[src/rtl/wb_regfile.sv]
// -----------------------------------------------------------------------------
// wb_regfile
//
// Writeback end of the pipeline. It selects the writeback result, writes it
// into an NREGS x DATA_W register file, and serves two decode read ports
// with write-first bypass. A per-register pending-write counter
// (scoreboard) tracks how many issued results have not yet come back, and
// decode is stalled on read-after-write hazards against those registers.
//
// Ports:
//   clk         rising-edge clock
//   reset       synchronous, active-low reset
//   RegWriteW   writeback write enable
//   MemtoRegW   1: ReadDataW, 0: ALUResultW
//   WriteRegW   writeback destination register
//   ReadDataW   memory load data
//   ALUResultW  ALU result
//   ResultW     selected writeback value (combinational)
//   RA1D/RA2D   decode read addresses
//   UseRA1D/2D  decode really consumes the matching read port
//   RD1D/RD2D   decode read data (combinational, bypassed)
//   IssueD      decode issues an instruction that writes IssueRegD
//   IssueRegD   destination of the issuing instruction
//   StallD      decode must hold; the issue is not accepted
//   ScoreErr    sticky scoreboard underflow/overflow flag
// -----------------------------------------------------------------------------
module wb_regfile #(
    parameter int DATA_W = 16,
    parameter int NREGS  = 8,
    parameter int CNT_W  = 2
) (
    input  logic                       clk,
    input  logic                       reset,
    input  logic                       RegWriteW,
    input  logic                       MemtoRegW,
    input  logic [$clog2(NREGS)-1:0]   WriteRegW,
    input  logic [DATA_W-1:0]          ReadDataW,
    input  logic [DATA_W-1:0]          ALUResultW,
    output logic [DATA_W-1:0]          ResultW,
    input  logic [$clog2(NREGS)-1:0]   RA1D,
    input  logic [$clog2(NREGS)-1:0]   RA2D,
    input  logic                       UseRA1D,
    input  logic                       UseRA2D,
    output logic [DATA_W-1:0]          RD1D,
    output logic [DATA_W-1:0]          RD2D,
    input  logic                       IssueD,
    input  logic [$clog2(NREGS)-1:0]   IssueRegD,
    output logic                       StallD,
    output logic                       ScoreErr
);

    localparam int AW = $clog2(NREGS);
    localparam logic [CNT_W-1:0] CNT_ONE = CNT_W'(1);
    localparam logic [CNT_W-1:0] CNT_MAX = {CNT_W{1'b1}};

    // Architectural state
    logic [DATA_W-1:0] regs_q [NREGS];
    logic [DATA_W-1:0] regs_d [NREGS];
    logic [CNT_W-1:0]  cnt_q  [NREGS];
    logic [CNT_W-1:0]  cnt_d  [NREGS];
    logic              score_err_q;
    logic              score_err_d;

    // Per-register hazard terms
    logic [NREGS-1:0]  retire_s;
    logic [NREGS-1:0]  busy_s;
    logic [NREGS-1:0]  inc_s;
    logic              stall_s;
    logic              accept_s;

    // Read-port value: R0 is hard zero, a same-cycle write to the address
    // wins over the stored value (write-first), otherwise the array entry.
    function automatic logic [DATA_W-1:0] read_sel(
        input logic [AW-1:0]     ra,
        input logic              wr_en,
        input logic [AW-1:0]     wa,
        input logic [DATA_W-1:0] wd,
        input logic [DATA_W-1:0] stored
    );
        logic [DATA_W-1:0] val;
        if (ra == '0) begin
            val = {DATA_W{1'b0}};
        end else if (wr_en && (wa == ra)) begin
            val = wd;
        end else begin
            val = stored;
        end
        return val;
    endfunction

    // Writeback mux and the two bypassed decode read ports
    always_comb begin
        ResultW = MemtoRegW ? ReadDataW : ALUResultW;
        RD1D    = read_sel(RA1D, RegWriteW, WriteRegW, ResultW, regs_q[RA1D]);
        RD2D    = read_sel(RA2D, RegWriteW, WriteRegW, ResultW, regs_q[RA2D]);
    end

    // Scoreboard hazard detection: retire, busy, stall and issue acceptance
    always_comb begin
        retire_s = '0;
        busy_s   = '0;
        inc_s    = '0;
        for (int r = 0; r < NREGS; r++) begin
            // A write to R0 never retires anything; R0 is never tracked.
            retire_s[r] = RegWriteW && (WriteRegW == AW'(r)) && (WriteRegW != '0);
            // The last outstanding result arriving this cycle clears the
            // hazard immediately, so the consumer sees it through bypass.
            busy_s[r]   = (cnt_q[r] != '0) && !(retire_s[r] && (cnt_q[r] == CNT_ONE));
        end
        // A full counter blocks a new issue unless one slot frees up now.
        stall_s  = (UseRA1D && busy_s[RA1D])
                || (UseRA2D && busy_s[RA2D])
                || (IssueD && (cnt_q[IssueRegD] == CNT_MAX) && !retire_s[IssueRegD]);
        accept_s = IssueD && !stall_s && (IssueRegD != '0);
        for (int r = 0; r < NREGS; r++) begin
            inc_s[r] = accept_s && (IssueRegD == AW'(r));
        end
        StallD = stall_s;
    end

    // Next-state for register array, counters and the sticky error flag
    always_comb begin
        regs_d      = regs_q;
        cnt_d       = cnt_q;
        score_err_d = score_err_q;

        if (RegWriteW && (WriteRegW != '0)) begin
            regs_d[WriteRegW] = ResultW;
        end else begin
            regs_d[WriteRegW] = regs_q[WriteRegW];
        end

        for (int r = 0; r < NREGS; r++) begin
            case ({inc_s[r], retire_s[r]})
                2'b10: begin
                    // Saturate rather than wrap; only reachable if the
                    // stall is ignored upstream.
                    if (cnt_q[r] == CNT_MAX) begin
                        score_err_d = 1'b1;
                    end else begin
                        cnt_d[r] = cnt_q[r] + CNT_ONE;
                    end
                end
                2'b01: begin
                    // A result with nothing outstanding: counter stays 0.
                    if (cnt_q[r] == '0) begin
                        score_err_d = 1'b1;
                    end else begin
                        cnt_d[r] = cnt_q[r] - CNT_ONE;
                    end
                end
                default: begin
                    // Idle, or issue and retire cancelling each other.
                    cnt_d[r] = cnt_q[r];
                end
            endcase
        end
    end

    // State registers with synchronous active-low reset
    always_ff @(posedge clk) begin
        if (!reset) begin
            for (int r = 0; r < NREGS; r++) begin
                regs_q[r] <= {DATA_W{1'b0}};
                cnt_q[r]  <= {CNT_W{1'b0}};
            end
            score_err_q <= 1'b0;
        end else begin
            regs_q      <= regs_d;
            cnt_q       <= cnt_d;
            score_err_q <= score_err_d;
        end
    end

    assign ScoreErr = score_err_q;

endmodule

[config.mk]
export PLATFORM = sky130hd
export DESIGN_NAME = wb_regfile
export DESIGN_NICKNAME = d
export VERILOG_FILES = /design/src/rtl/wb_regfile.sv
export SDC_FILE = /design/constraint.sdc
export NUM_CORES = 1
export LEC_CHECK = 0
export ABC_AREA = 1
export CAP_MARGIN = 10
export CORE_MARGIN = 3
export CORE_UTILIZATION = 37
export CTS_CLUSTER_SIZE = 25
export DETAILED_ROUTE_END_ITERATION = 10
export GPL_ROUTABILITY_DRIVEN = 0
export GPL_TIMING_DRIVEN = 0
export HOLD_SLACK_MARGIN = 0.08
export PLACE_DENSITY_LB_ADDON = 0.15
export RECOVER_POWER = 25
export SYNTH_ARGS = -nofsm -noshare
export SYNTH_HDL_FRONTEND = slang
export SYNTH_SLANG_ARGS = --single-unit
[constraint.sdc]
create_clock -name clk -period 6.7 [get_ports clk]
set_input_delay 0.67 -clock clk [delete_from_list [all_inputs] [get_ports clk]]
set_output_delay 0.67 -clock clk [all_outputs]
set_load 0.05 [all_outputs]
* Word level (Yosys, flattened, before mapping) *
Index checks and enable logic that the tools add are counted.

word-level totals
  input port bits = 51
  register bits after elaboration = 145
  logic and storage cells = 286

operators by class
  mux-type cells = 76
  reduce and logical (&&, ||, !) cells = 100
  $lt $le $gt $ge = 8
  $add $sub $neg = 16
  equal/unequal tests = 65
  bitwise operators = 4

operators by type and width
  kind                                                                          number
  128-bit bitwise mux                                                           2
  16-bit 2-to-1 mux                                                             12
  16-bit binary-select mux with 3-bit select                                    3
  128-bit 2-to-1 mux                                                            1
  1-bit logical AND                                                             50
  16-bit demux with 3-bit select                                                1
  2-bit 2-to-1 mux                                                              18
  2-bit equality test, second input constant                                    17
  2-bit by 1-bit equality test with 1-bit output, second input constant         16
  2-bit inequality test, second input constant                                  16
  2-bit case mux with 2 select lines                                            8
  2-bit nonzero test                                                            16
  3-bit equality test, second input constant                                    8
  3-bit AND reduction                                                           8
  1-bit 2-to-1 mux                                                              19
  2-bit by 1-bit adder with 2-bit output, second input constant                 8
  4-bit greater-or-equal comparator, second input constant                      4
  2-bit logical NOT                                                             8
  3-bit NOT with 4-bit output                                                   4
  1-bit case mux with 2 select lines                                            8
  2-bit by 1-bit subtractor with 2-bit output, second input constant            8
  3-bit by 2-bit equality test with 1-bit output, second input constant         4
  3-bit logical NOT                                                             4
  3-bit by 4-bit less-than comparator with 1-bit output, second input constant  3
  8 further kinds                                                               23

* Depth between registers and ports, before layout *
  depth after elaboration = 31
  depth in mapped cells = 20

* Worst setup path before layout *
No wires, ideal clock.

  path type = input to output
  start point = in RA1D[1]
  end point = out RD1D[11]
  path buffers = 2
  slack = 3.279 ns
  arrival time = 2.751 ns
  required time = 6.030 ns
  stages on the path = 8
  cell sequence = clkbuf_1 inv_1 nand2_1 clkbuf_1 o221ai_1 a21oi_1 nor3_1 nor3_1

on the way
  longest elaborated chain between the ends = 6
  elaborated cells on any way between the ends = 9
  classes of those cells = 1 x eq/ne; 5 x mux; 1 x bitwise; 2 x reduce/logical

ends and longest elaborated chain
  element                                                line  source
  start, declared                                        40    input logic [$clog2(NREGS)-1:0] RA1D,
  3-bit NOT with 4-bit output (implied by the code)      94    RD1D = read_sel(RA1D, RegWriteW, WriteRegW, ResultW, regs_q[RA1D]);
  16-bit binary-select mux with 3-bit select             94
  16-bit 2-to-1 mux (implied by the code) (2 in series)  94
  16-bit 2-to-1 mux                                      83    end else if (wr_en && (wa == ra)) begin
  16-bit 2-to-1 mux *                                    81    if (ra == '0) begin
  end, declared                                          44    output logic [DATA_W-1:0] RD1D,

Mark *: on every way between the ends. The rest lies on a longest branch, timed or not. The select of a mux whose other input is x is not followed.

* Worst setup path in the final report *
  start point = in RA2D[1]
  end point = out RD2D[1]

on the way
  longest elaborated chain between the ends = 6
  elaborated cells on any way between the ends = 9
  classes of those cells = 1 x eq/ne; 5 x mux; 1 x bitwise; 2 x reduce/logical

ends and longest elaborated chain
  element                                                line  source
  start, declared                                        41    input logic [$clog2(NREGS)-1:0] RA2D,
  3-bit NOT with 4-bit output (implied by the code)      95    RD2D = read_sel(RA2D, RegWriteW, WriteRegW, ResultW, regs_q[RA2D]);
  16-bit binary-select mux with 3-bit select             95
  16-bit 2-to-1 mux (implied by the code) (2 in series)  95
  16-bit 2-to-1 mux                                      83
  16-bit 2-to-1 mux *                                    81
  end, declared                                          45    output logic [DATA_W-1:0] RD2D,

Marks and branches as above.

==> run metrics <==
Synth warnings 0; VDD IR max 0.161 mV; CTS Root Cell clkbuf_16; CP Class in -> out; Synth area leaders dfxtp_1 (28%), nand2_1 (14%), o311ai_0 (9.2%); run status finished, final reports clean; count of flip-flops with a built-in enable after synthesis 0; # hold bufs at CTS 0; Netlist cell types 33; multi-input logic area 5980 um2; CTS sink count 145; placed cells 2083; Synth Register Bits 145; Worst Setup Start Kind input port; vias 12431; register area 2900 um2; reg-to-reg startpoint cnt_q[7]; share of post-route cells with drive strength above 1 0.0390; Req. time, crit path 6.03 ns; Via density 5.87; first-pass GRT wire length 68.7 mm; initial antenna violation count 2; Avg Inst Size Synth 6.40 um2; MaxCap Viol Count 0; leakage 5.32 nW; final core area utilization 0.455; RSZ-0062 raised after global routing no; Rows 60; pin count of the biggest net entering global routing 17; die width 173 um; post_cts resized 0; # H-tree levels 4; Relative slew margins 0.0303; IO Port Bufs 96; pwr/cell area 201 nW/um2; TritonRoute pass-1 iters 7; P&R area growth vs syn 20.3%; number of non-filler instances in the completed layout 2117; antenna viol nets, final 0; Slew Viols, Final 0; Worst Hold Launch cnt_q[14]; Top Ports 101; final setup violation count 0; CTS buffer count 17; mapped cell area 10300 um2; Die Area 29900 um2; Final HPWL DP 35.2 mm; commonest non-fill, non-tap cell in the layout nand2_1; Tmin final 4.91 ns; crit path DAT 4.24 ns; GRT Total Usage 0.298; commonest cells after routing, fill and taps aside nand2_1 (376), inv_1 (240), nand3_1 (151), dfxtp_1 (145), a21oi_1 (130); Primary FF master, synth dfxtp_1; antenna cells 0; Critical Path Start RA2D[1]; cell taking the most area after synthesis dfxtp_1; worst skew pair latency 0.45 ns; final WL 46.3 mm; worst slew pin tran 1.44 ns; total negative slack 0 ns; Clock Tree Buf Depth 2; CTS tree yes; Setup Skew 0.00860 ns; period utilisation layout 0.732; Post-CTS Setup Inserts 0; CP Capture Type output pin; Syn Inst Count 1607; Fmax 204 MHz; DR DRC count 0; Core ar. 27200 um2; vias in the first global route 11053; asr flop ratio synth 0; crit-path max FO 10; Wirelength per Cell 21.9 um; Hold Crit Class reg -> reg; Layout fillers 2866; Nets 1819; Initial Utilization 0.379; Synth Net Count 1694; clk slew on worst S/H paths 0.07 ns; DIE HEIGHT 173 um; drt first-iter violations 2087; Seq/Total Area, Yosys 0.282; Final Hold Fails 0; Synth top area share 0.282; GR Overflow Total 0
==> cell usage after synthesis (7+ instances only) <==
library cell / n
nand2_1: 376
inv_1: 240
nand3_1: 151
dfxtp_1: 145
a21oi_1: 130
o311ai_0: 108
clkbuf_1: 91
nor2_1: 68
o21ai_0: 63
o221ai_1: 60
ha_1: 36
nor3_1: 24
o22ai_1: 22
o21ai_1: 17
buf_2: 16
buf_1: 12
xor2_1: 7
==> final cells by class <==
type,instances,share of cell area
repair buffers,106,0.0867
clock buffers,17,0.0344
flip-flops and latches,145,0.235
multi-input cells,1093,0.483
inverters,249,0.0755
plain buffers,120,0.0377
clock inverters,15,0.0101
well taps,372,0.0376
==> stage by stage <==
step / instance area, um2 / hold WS (ns) / power [mW] / worst slack (ns)
floorplan: 10300 / 0.407 / 1.30 / 3.28
global placement: 11700 / 0.417 / 1.54 / 1.95
detailed placement: 11800 / 0.425 / 1.56 / 1.93
CTS: 12400 / 0.437 / 2.48 / 1.90
global route: 12400 / 0.466 / 2.57 / 1.73
finish: 12400 / 0.434 / 2.49 / 1.79
==> layer usage <==
| layer | wire (um) | up-vias | global-route usage | share of wire |
|---|---|---|---|---|
| met5 | 13 | - | 0 | 0.00028 |
| met4 | 2540 | 2 | 0.145 | 0.055 |
| met3 | 5080 | 158 | 0.0588 | 0.11 |
| met2 | 19600 | 739 | 0.452 | 0.42 |
| met1 | 19100 | 5776 | 0.406 | 0.41 |
| li1 | - | 5756 | - | - |
==> power by group <==
group | internal [mW] | switching, mW
Clock | 0.484 | 0.452
Sequential | 0.883 | 0.0295
Combinational | 0.187 | 0.458
==> worst paths after layout <==
path	endpoint	slack, ns	cells after the start
worst max-delay path	RD2D[1]	1.79	9
worst min-delay path	cnt_q[14]	0.43	2
worst max register to register	ScoreErr	3.87	20
worst min register to register	cnt_q[14]	0.43	2
==> critical path: stages <==
cell and delay (ns):
clkdlybuf4s50_1 0.73, inv_2 0.21, o22ai_1 0.19, a21oi_1 0.06
nand2_1 0.30, clkbuf_1 0.60, nor2_1 0.09, nor3_1 0.46
clkdlybuf4s50_1 0.90
==> state kept, by name, summed over array words and instances, names as in the netlist <==
register  cells
cnt_q        16
ScoreErr      1
regs_q      128
==> kinds of logic (layout without fill, tap and decap cells) <==
logic type	after synthesis	count (layout)	share of synthesized area
and+or+nand+nor	632	632	0.258
AOI/OAI and AO/OA	417	417	0.272
buffers and inverters	369	507	0.137
DFF	145	145	0.282
adders and majority gates	36	36	0.0438
xor gates and xnor gates	7	7	0.00596
muxes	1	1	0.000973
(Power assumes the default switching activity.)
